`src/rtl/cart_upload_if.sv`:
```
// cart_upload_if: HPS ioctl read port plus SDRAM read channel used by cart_upload
interface cart_upload_if;
    logic        upload_active;
    logic [26:0] ioctl_addr;
    logic        ioctl_rd;
    logic [15:0] ioctl_din;
    logic        ioctl_wait;
    logic        sdram_req;
    logic [26:0] sdram_addr;
    logic        sdram_rnw;
    logic        sdram_ready;
    logic [31:0] sdram_dout;
    modport slave (
        input  upload_active, ioctl_addr, ioctl_rd, sdram_ready, sdram_dout,
        output ioctl_din, ioctl_wait, sdram_req, sdram_addr, sdram_rnw
    );
    modport master (
        output upload_active, ioctl_addr, ioctl_rd, sdram_ready, sdram_dout,
        input  ioctl_din, ioctl_wait, sdram_req, sdram_addr, sdram_rnw
    );
endinterface

```
`src/rtl/cart_upload.sv`:
```
// cart_upload: serves HPS 16-bit upload reads from a one-word SDRAM cache; CART_UPLOAD_PREFETCH_EN adds next-word prefetch
module cart_upload #(
    parameter logic [26:0] BASE_ADDR = 27'd8388608
) (
    input  logic         clk1x,
    input  logic         reset,
    cart_upload_if.slave bus
);
    localparam logic [1:0] IDLE  = 2'd0;
    localparam logic [1:0] REQ   = 2'd1;
    localparam logic [1:0] WAIT  = 2'd2;
    localparam logic [1:0] DRAIN = 2'd3;

    logic [1:0]  state_q, state_d;
    logic        wait_q, wait_d, req_q, req_d, valid_q, valid_d;
    logic        act_q, act_d, pf_q, pf_d, pend_q, pend_d;
    logic [15:0] din_q, din_d;
    logic [26:0] saddr_q, saddr_d, raddr_q, raddr_d;
    logic [31:0] cache_q, cache_d;
    logic [24:0] caddr_q, caddr_d, fa_q, fa_d;
    logic        hit, pend_w;
    logic [26:0] addr_w;
    logic [15:0] fill_half;

    assign bus.ioctl_din  = din_q;
    assign bus.ioctl_wait = wait_q;
    assign bus.sdram_req  = req_q;
    assign bus.sdram_addr = saddr_q;
    assign bus.sdram_rnw  = 1'b1;

    // Next-state: hit/miss decode in IDLE, fill or discard on SDRAM completion, abort on upload end
    always_comb begin
        hit       = bus.upload_active && act_q && valid_q && caddr_q == bus.ioctl_addr[26:2];
        pend_w    = pend_q || (pf_q && bus.ioctl_rd);
        addr_w    = (pf_q && !pend_q && bus.ioctl_rd) ? bus.ioctl_addr : raddr_q;
        fill_half = addr_w[1] ? bus.sdram_dout[31:16] : bus.sdram_dout[15:0];
        state_d   = state_q;
        wait_d    = wait_q;
        req_d     = 1'b0;
        valid_d   = valid_q;
        act_d     = bus.upload_active;
        pf_d      = pf_q;
        pend_d    = pend_q;
        din_d     = din_q;
        saddr_d   = saddr_q;
        raddr_d   = raddr_q;
        cache_d   = cache_q;
        caddr_d   = caddr_q;
        fa_d      = fa_q;
        if (bus.upload_active && !act_q) valid_d = 1'b0;
        case (state_q)
            IDLE: if (bus.ioctl_rd) begin
                raddr_d = bus.ioctl_addr;
                if (hit) begin
                    din_d = bus.ioctl_addr[1] ? cache_q[31:16] : cache_q[15:0];
`ifdef CART_UPLOAD_PREFETCH_EN
                    if (bus.ioctl_addr[1]) begin
                        state_d = REQ;
                        req_d   = 1'b1;
                        pf_d    = 1'b1;
                        fa_d    = caddr_q + 25'd1;
                    end
`endif
                end else begin
                    wait_d  = 1'b1;
                    req_d   = 1'b1;
                    fa_d    = bus.ioctl_addr[26:2];
                    state_d = REQ;
                end
            end
            REQ, WAIT: if (!bus.upload_active) begin
                wait_d  = 1'b0;
                valid_d = 1'b0;
                pend_d  = 1'b0;
                state_d = DRAIN;
            end else if (state_q == REQ || !bus.sdram_ready) begin
                if (state_q == REQ) state_d = WAIT;
                if (pf_q && bus.ioctl_rd) begin
                    pend_d  = 1'b1;
                    raddr_d = bus.ioctl_addr;
                    wait_d  = 1'b1;
                end
            end else begin
                cache_d = bus.sdram_dout;
                caddr_d = fa_q;
                valid_d = 1'b1;
                pf_d    = 1'b0;
                pend_d  = 1'b0;
                raddr_d = addr_w;
                state_d = IDLE;
                if (!pf_q || pend_w) begin
                    if (fa_q == addr_w[26:2]) begin
                        din_d  = fill_half;
                        wait_d = 1'b0;
`ifdef CART_UPLOAD_PREFETCH_EN
                        if (addr_w[1]) begin
                            state_d = REQ;
                            req_d   = 1'b1;
                            pf_d    = 1'b1;
                            fa_d    = fa_q + 25'd1;
                        end
`endif
                    end else begin
                        wait_d  = 1'b1;
                        req_d   = 1'b1;
                        fa_d    = addr_w[26:2];
                        state_d = REQ;
                    end
                end
            end
            DRAIN: if (bus.sdram_ready) begin
                state_d = IDLE;
                pf_d    = 1'b0;
            end
            default: state_d = IDLE;
        endcase
        if (req_d) saddr_d = {fa_d, 2'b00} + BASE_ADDR;
    end

    // State registers; reset drops any outstanding access without waiting for SDRAM
    always_ff @(posedge clk1x or posedge reset) begin
        if (reset) begin
            state_q <= IDLE;
            wait_q  <= 1'b0;
            req_q   <= 1'b0;
            valid_q <= 1'b0;
            act_q   <= 1'b0;
            pf_q    <= 1'b0;
            pend_q  <= 1'b0;
            din_q   <= '0;
            saddr_q <= '0;
            raddr_q <= '0;
            cache_q <= '0;
            caddr_q <= '0;
            fa_q    <= '0;
        end else begin
            state_q <= state_d;
            wait_q  <= wait_d;
            req_q   <= req_d;
            valid_q <= valid_d;
            act_q   <= act_d;
            pf_q    <= pf_d;
            pend_q  <= pend_d;
            din_q   <= din_d;
            saddr_q <= saddr_d;
            raddr_q <= raddr_d;
            cache_q <= cache_d;
            caddr_q <= caddr_d;
            fa_q    <= fa_d;
        end
    end
endmodule

```
`src/flat_wrapper.sv`:
```
// flat-port wrapper written by rule: the top's interface ports become plain ports
module cart_upload_flat 
#(
    parameter logic [26:0] BASE_ADDR = 27'd8388608
)
  (clk1x, reset, bus_upload_active, bus_ioctl_addr, bus_ioctl_rd, bus_sdram_ready, bus_sdram_dout, bus_ioctl_din, bus_ioctl_wait, bus_sdram_req, bus_sdram_addr, bus_sdram_rnw);
  cart_upload_if bus_i ();
  input  logic clk1x;
  input  logic reset;
  input wire logic [$bits(bus_i.upload_active)-1:0] bus_upload_active;
  input wire logic [$bits(bus_i.ioctl_addr)-1:0] bus_ioctl_addr;
  input wire logic [$bits(bus_i.ioctl_rd)-1:0] bus_ioctl_rd;
  input wire logic [$bits(bus_i.sdram_ready)-1:0] bus_sdram_ready;
  input wire logic [$bits(bus_i.sdram_dout)-1:0] bus_sdram_dout;
  output wire logic [$bits(bus_i.ioctl_din)-1:0] bus_ioctl_din;
  output wire logic [$bits(bus_i.ioctl_wait)-1:0] bus_ioctl_wait;
  output wire logic [$bits(bus_i.sdram_req)-1:0] bus_sdram_req;
  output wire logic [$bits(bus_i.sdram_addr)-1:0] bus_sdram_addr;
  output wire logic [$bits(bus_i.sdram_rnw)-1:0] bus_sdram_rnw;
  assign bus_i.upload_active = bus_upload_active;
  assign bus_i.ioctl_addr = bus_ioctl_addr;
  assign bus_i.ioctl_rd = bus_ioctl_rd;
  assign bus_i.sdram_ready = bus_sdram_ready;
  assign bus_i.sdram_dout = bus_sdram_dout;
  assign bus_ioctl_din = bus_i.ioctl_din;
  assign bus_ioctl_wait = bus_i.ioctl_wait;
  assign bus_sdram_req = bus_i.sdram_req;
  assign bus_sdram_addr = bus_i.sdram_addr;
  assign bus_sdram_rnw = bus_i.sdram_rnw;
  cart_upload #(.BASE_ADDR(BASE_ADDR)) u_core (.clk1x(clk1x), .reset(reset), .bus(bus_i));
endmodule
```
`config.mk`:
```
export PLATFORM = sky130hd
export DESIGN_NAME = cart_upload_flat
export DESIGN_NICKNAME = d
export VERILOG_FILES = /design/src/rtl/cart_upload_if.sv /design/src/rtl/cart_upload.sv /design/src/flat_wrapper.sv
export SDC_FILE = /design/constraint.sdc
export NUM_CORES = 1
export LEC_CHECK = 0
export CORE_MARGIN = 2
export CORE_UTILIZATION = 60
export CTS_BUF_LIST = sky130_fd_sc_hd__clkbuf_8
export DETAILED_ROUTE_END_ITERATION = 8
export PLACE_DENSITY = 0.93
export SLEW_MARGIN = 5
export SYNTH_ARGS = -nofsm -noshare
export SYNTH_HDL_FRONTEND = slang
export SYNTH_SLANG_ARGS = --single-unit
```
`constraint.sdc`:
```
create_clock -name clk1x -period 9.5 [get_ports clk1x]
set_input_delay 1.9 -clock clk1x [delete_from_list [all_inputs] [get_ports clk1x]]
set_output_delay 1.9 -clock clk1x [all_outputs]
set_load 0.02 [all_outputs]
```
### After elaboration in Yosys (flattened, before gate mapping)

Index checks and enable logic that the tools add are counted.

| cells by class | value |
|---|---|
| equality and inequality tests | 18 |
| add/subtract/negate cells | 1 |
| reductions and logical operators | 25 |
| bitwise logic cells | 1 |
| muxes and demuxes | 55 |

Operator list:

| operator | number |
|---|---|
| two-way mux 25 bit | 6 |
| two-way mux 27 bit | 5 |
| two-way mux 16 bit | 8 |
| case mux 27 bit (2 select lines) | 1 |
| == test 25 bit | 2 |
| case mux 25 bit (2 select lines) | 1 |
| case mux 16 bit (2 select lines) | 1 |
| adder 27 x 24 -> 27 bit, second input constant | 1 |
| two-way mux 1 bit | 22 |
| two-way mux 2 bit | 7 |
| AND reduction 4 bit | 3 |
| inequality test 2 bit, second input constant | 5 |
| logical AND 1 bit | 7 |
| AND reduction 7 bit | 1 |
| inequality test 2 x 1 -> 1 bit, second input constant | 3 |
| inequality test 3 bit, second input constant | 2 |
| case mux 1 bit (2 select lines) | 3 |
| case mux 2 bit (3 select lines) | 1 |
| AND reduction 5 bit | 1 |
| == test 2 bit, second input constant | 2 |
| logical NOT 1 bit | 4 |
| inequality test 4 x 2 -> 1 bit, second input constant | 1 |
| inequality test 4 x 3 -> 1 bit, second input constant | 1 |
| inequality test 4 bit, second input constant | 1 |
| other kinds (8) | 11 |

| storage, ports and cells | value |
|---|---|
| bits of input ports | 64 |
| flip-flop bits (word level) | 159 |
| output and inout port bits | 46 |

### Longest topological paths before layout

| logic depth | value |
|---|---|
| word-level depth | 11 |
| depth in mapped cells | 12 |

### Worst setup path after synthesis

Ideal clock, no wire load.

| path | value |
|---|---|
| path type | input to register |
| start | input bus_ioctl_addr[18] |
| end | register u_core.saddr_q[10] (netlist: u_core.bus.sdram_addr[10]) |
| slack | 5.496 ns |
| stages on the path | 9 |
| data required time | 9.372 ns |
| data arrival time | 3.877 ns |
| library setup time | 0.128 ns |
| path through | xnor2_1 > nand4_1 > or4_4 > o21ai_4 > buf_6 > mux2_2 > nand2_1 > o21ai_1 > mux2_1 |

| between the ends | value |
|---|---|
| word-level cells in the longest chain between the ends | 8 |
| elaborated cells between the ends (all ways) | 19 |
| those cells by class | 1 x add/sub; 2 x eq/ne; 15 x mux; 1 x reduce/logical |

RTL lines:

| what | RTL line | text |
|---|---|---|
| start: declaration | flat_wrapper.sv:11 | `input wire logic [$bits(bus_i.ioctl_addr)-1:0] bus_ioctl_addr;` |
| two-way mux 27 bit | cart_upload.sv:35 | `addr_w = (pf_q && !pend_q && bus.ioctl_rd) ? bus.ioctl_addr : raddr_q;` |
| == test 25 bit | cart_upload.sv:92 | `if (fa_q == addr_w[26:2]) begin` |
| two-way mux 25 bit | cart_upload.sv:92 |  |
| two-way mux 25 bit | cart_upload.sv:91 | `if (!pf_q \|\| pend_w) begin` |
| two-way mux 25 bit | cart_upload.sv:76 | `end else if (state_q == REQ \|\| !bus.sdram_ready) begin` |
| two-way mux 25 bit | cart_upload.sv:71 | `REQ, WAIT: if (!bus.upload_active) begin` |
| case mux 25 bit (2 select lines) | cart_upload.sv:51 | `case (state_q)` |
| adder 27 x 24 -> 27 bit | cart_upload.sv:117 | `if (req_d) saddr_d = {fa_d, 2'b00} + BASE_ADDR;` |
| end signal: assignment | cart_upload.sv:145 | `saddr_q <= saddr_d;` |
| end: declaration | cart_upload.sv:18 | `logic [26:0] saddr_q, saddr_d, raddr_q, raddr_d;` |

Several ways; a longest one is shown, not always the timed one. The select of a mux whose other input is x is not followed.
A chain may end at the register's enable or synchronous reset.

### Worst setup path in the final report

| path | value |
|---|---|
| start | input bus_upload_active |
| end | register u_core.saddr_q[6] (netlist: u_core.bus.sdram_addr[6]) |

| between the ends | value |
|---|---|
| word-level cells in the longest chain between the ends | 7 |
| elaborated cells between the ends (all ways) | 12 |
| those cells by class | 1 x add/sub; 8 x mux; 3 x reduce/logical |

RTL lines:

| what | RTL line | text |
|---|---|---|
| start: declaration | flat_wrapper.sv:10 | `input wire logic [$bits(bus_i.upload_active)-1:0] bus_upload_active;` |
| logical AND 1 bit (3 in a row) | cart_upload.sv:33 | `hit = bus.upload_active && act_q && valid_q && caddr_q == bus.ioctl_addr[26:2];` |
| two-way mux 25 bit | cart_upload.sv:54 | `if (hit) begin` |
| two-way mux 25 bit | cart_upload.sv:52 | `IDLE: if (bus.ioctl_rd) begin` |
| case mux 25 bit (2 select lines) | cart_upload.sv:51 |  |
| adder 27 x 24 -> 27 bit | cart_upload.sv:117 |  |

Several ways; a longest one is shown, not always the timed one.

==> flow_summary.yaml <==
status:
  outcome: "complete, but fails checks"
  violations: "design-rule violations"
sta:
  slew_violations: 0
  finalCritPeriodShare: 0.5211
  finalHoldViolCount: 0
  timing.fmax_mhz: 202.0
  fin_worst_skew_ns: 0.01026
  fin_setup_tns_ns: 0
  relSlewSlack: 0.1773
  rsz0062_at_grt: "false"
  tightest_slew_ns: 1.230
  setup_violations: 0
  fin_crit_ns: 4.951
finish:
  final_common_cell: "dfrtp_1"
  diodes: 0
  drive_gt1_frac: 0.2206
  fillers: 849
  layout_common_cells: "dfrtp_1, mux2_2, clkdlybuf4s50_1"
  area_growth_pct: 20.07
  layout.cells.non_filler: 929
  fin_nets: 813
cts:
  cts_max_path_buffers: 2
  root_buffer: "clkbuf_8"
  clock_sinks: 155
  ctsHoldBuffers: 0
  clk_pin_slew_ns: 0.08
  cts_resized: 0
  cts_setup_buffers: 0
  cts_tree: "yes"
  cts_htree_levels: 4
  cts_buffers: 17
  clk_latency_ns: 0.46
route:
  vias_per_cell: 6.096
  routedWlPerCell_um: 20.54
  met3_length_um: 1474
  routed_wl_um: 19080
  num_vias: 5663
  wl_met1_um: 7386
  drt-pass1-iter-count: 9
  drc: 4
  ant_nets: 0
  drtIter0Drc: 446
  dr_wl_met2_um: 9498
  top_layer_used: "met4"
setup_path:
  required_ns: 9.84
  path_max_fanout: 23
  critical_path_class: "in2reg"
  arrival_ns: 5.29
  critPathCaptureType: "flop"
  start_kind: "input port"
placed_design:
  place_congestion: 0.8944
  dp_cells: 897
  portBuffers: 105
  dp_hpwl_um: 12650
power:
  powerDensity_nw_per_um2: 332.5
  p_leak_nw: 4.030
  vdd_drop_max_mv: 0.2660
synthesis:
  synth_edf_count: 0
  synth_top_family_by_area: "multiplexers"
  synthXorXnorAreaFrac: 0.05798
  synth_fa_ha_area_frac: 0.007964
  synth_cells: 652
  synth_mux_area_frac: 0.2493
  yosysSeqAreaShare: 0.4938
  synth_simple_gate_area_frac: 0.07550
  ys.flop_type: "dfrtp_1"
  synth_compound_area_frac: 0.08570
  synth-async-reset-ratio: 1.000
  syn-cell-area_um2: 7855
  yosys.area.top_type: "dfrtp_1"
  synth_top_cells_by_area: "dfrtp_1, mux2_2, xnor2_1, mux2_1, mux2i_1"
  syn_avg_cell_area_um2: 12.05
  netlist.area_leader.share: 0.4938
  ys_types: 54
  synth_warnings: 0
  ys_ff_latch: 155
global_route:
  antenna_found_initial: 0
  grt_pass1_wl_um: 31240
  grt_max_degree: 79
  grt_overflow: 0
  grt_pass1_vias: 6059
  grtUsageTotal: 0.2853
floorplanning:
  rows: 41
  design.core.area_um2: 12720
  start_util: 0.6174
  io_pins: 110
  dieArea_um2: 14020
  die_width_um: 118.4
  chipHeight_um: 118.4
flow_run:
  cap_violations: 0
hold_path:
  min_path_type: "reg2reg"
logic make-up (layout without fill, tap and decap cells):
kind of cell,after synthesis,count (layout)
flip-flops,155,155
other,2,3
AO/OA/AOI/OAI,105,105
multiplexers,177,177
buffers and inverters,49,153
XOR/XNOR,52,52
AND/OR/NAND/NOR,107,107
adder cells (fa/ha/maj),5,5
power breakdown:
group,total (mW),internal (mW),switching (mW)
Clock,0.546,0.312,0.234
Combinational,1.41,0.680,0.731
Sequential,1.18,0.950,0.229
Total,3.14,1.94,1.19
layout make-up:
type	instances	area [µm²]	share of cell area
Timing Repair Buffer	111	1096	0.1162
Sequential cell	155	3879	0.4112
Clock inverter	14	187.7	0.01990
Tap cell	172	215.2	0.02282
Clock buffer	18	247.7	0.02627
Inverter	10	42.54	0.004510
Multi-Input combinational cell	449	3764	0.3990
cells in the mapped netlist (2+ instances only):
library cell and n:
dfrtp_1 155, mux2_2 120, nand2_1 46, xnor2_1 39, a21oi_1 30, mux2_1 29, mux2i_1 28, clkbuf_1 24
nor2b_1 19, a211oi_1 16, o21ai_1 16, xor2_1 13, o21ai_0 12, a22oi_1 11, nand4_1 11, inv_1 9
buf_4 6, nand3_1 6, ha_1 5, nor2_1 5, buf_2 4, buf_1 3, nor3_1 3, nor4_2 3
a21oi_2 2, a31o_1 2, a31oi_1 2, and2_1 2, and3_1 2, buf_6 2, conb_1 2, nor4_4 2
o21ai_4 2
flip-flops by register name, summed over array words and instances (netlist names):
name / count
u_core.bus.sdram_addr: 25
u_core.cache_q: 32
u_core.valid_q: 1
u_core.bus.sdram_req: 1
u_core.raddr_q: 26
u_core.bus.ioctl_din: 16
u_core.bus.ioctl_wait: 1
u_core.act_q: 1
u_core.caddr_q: 25
u_core.fa_q: 25
u_core.state_q: 2
routing by layer:
layer / vias to the layer above / GRT usage
met1: 2812 / 0.3372
met4: 0 / 0.1481
met3: 64 / 0.08060
li1: 2505 / -
met2: 282 / 0.4747
met5: - / 0
stage by stage:
step | area [µm²] | util | total power [mW] | setup slack, ns | hold WS (ns)
4_1_cts | 9432 | 0.7413 | 3.134 | 4.642 | 0.4988
5_1_grt | 9432 | 0.7413 | 3.306 | 4.460 | 0.5079
6_report | 9432 | 0.7413 | 3.136 | 4.549 | 0.4940
3_3_place_gp | 8996 | 0.7071 | 2.480 | 4.278 | 0.4695
3_5_place_dp | 8996 | 0.7071 | 2.574 | 4.206 | 0.4777
2_1_floorplan | 7859 | - | 2.114 | 3.422 | 0.4702
path summary, 6_finish.rpt:
path | slack [ns] | cells past startpoint | from | endpoint
max in group asynchronous | 6.12 | 3 | reset | u_core.state_q[1]
min | 0.49 | 1 | u_core.bus.ioctl_din[9] | u_core.bus.ioctl_din[9]
max reg2reg | 5.96 | 8 | u_core.state_q[1] | u_core.bus.sdram_addr[6]
min reg2reg | 0.49 | 1 | u_core.bus.ioctl_din[9] | u_core.bus.ioctl_din[9]
min in group asynchronous | 1.92 | 2 | reset | u_core.cache_q[30]
max | 4.55 | 7 | bus_upload_active | u_core.bus.sdram_addr[6]
critical path: stages:
cell	delay [ns]
clkdlybuf4s50_1	0.65
nand3b_1	0.34
a21oi_4	0.86
a21oi_1	0.21
nor2_2	0.51
buf_4	0.40
mux2_2	0.39
Power figures use the tool's default switching activity.
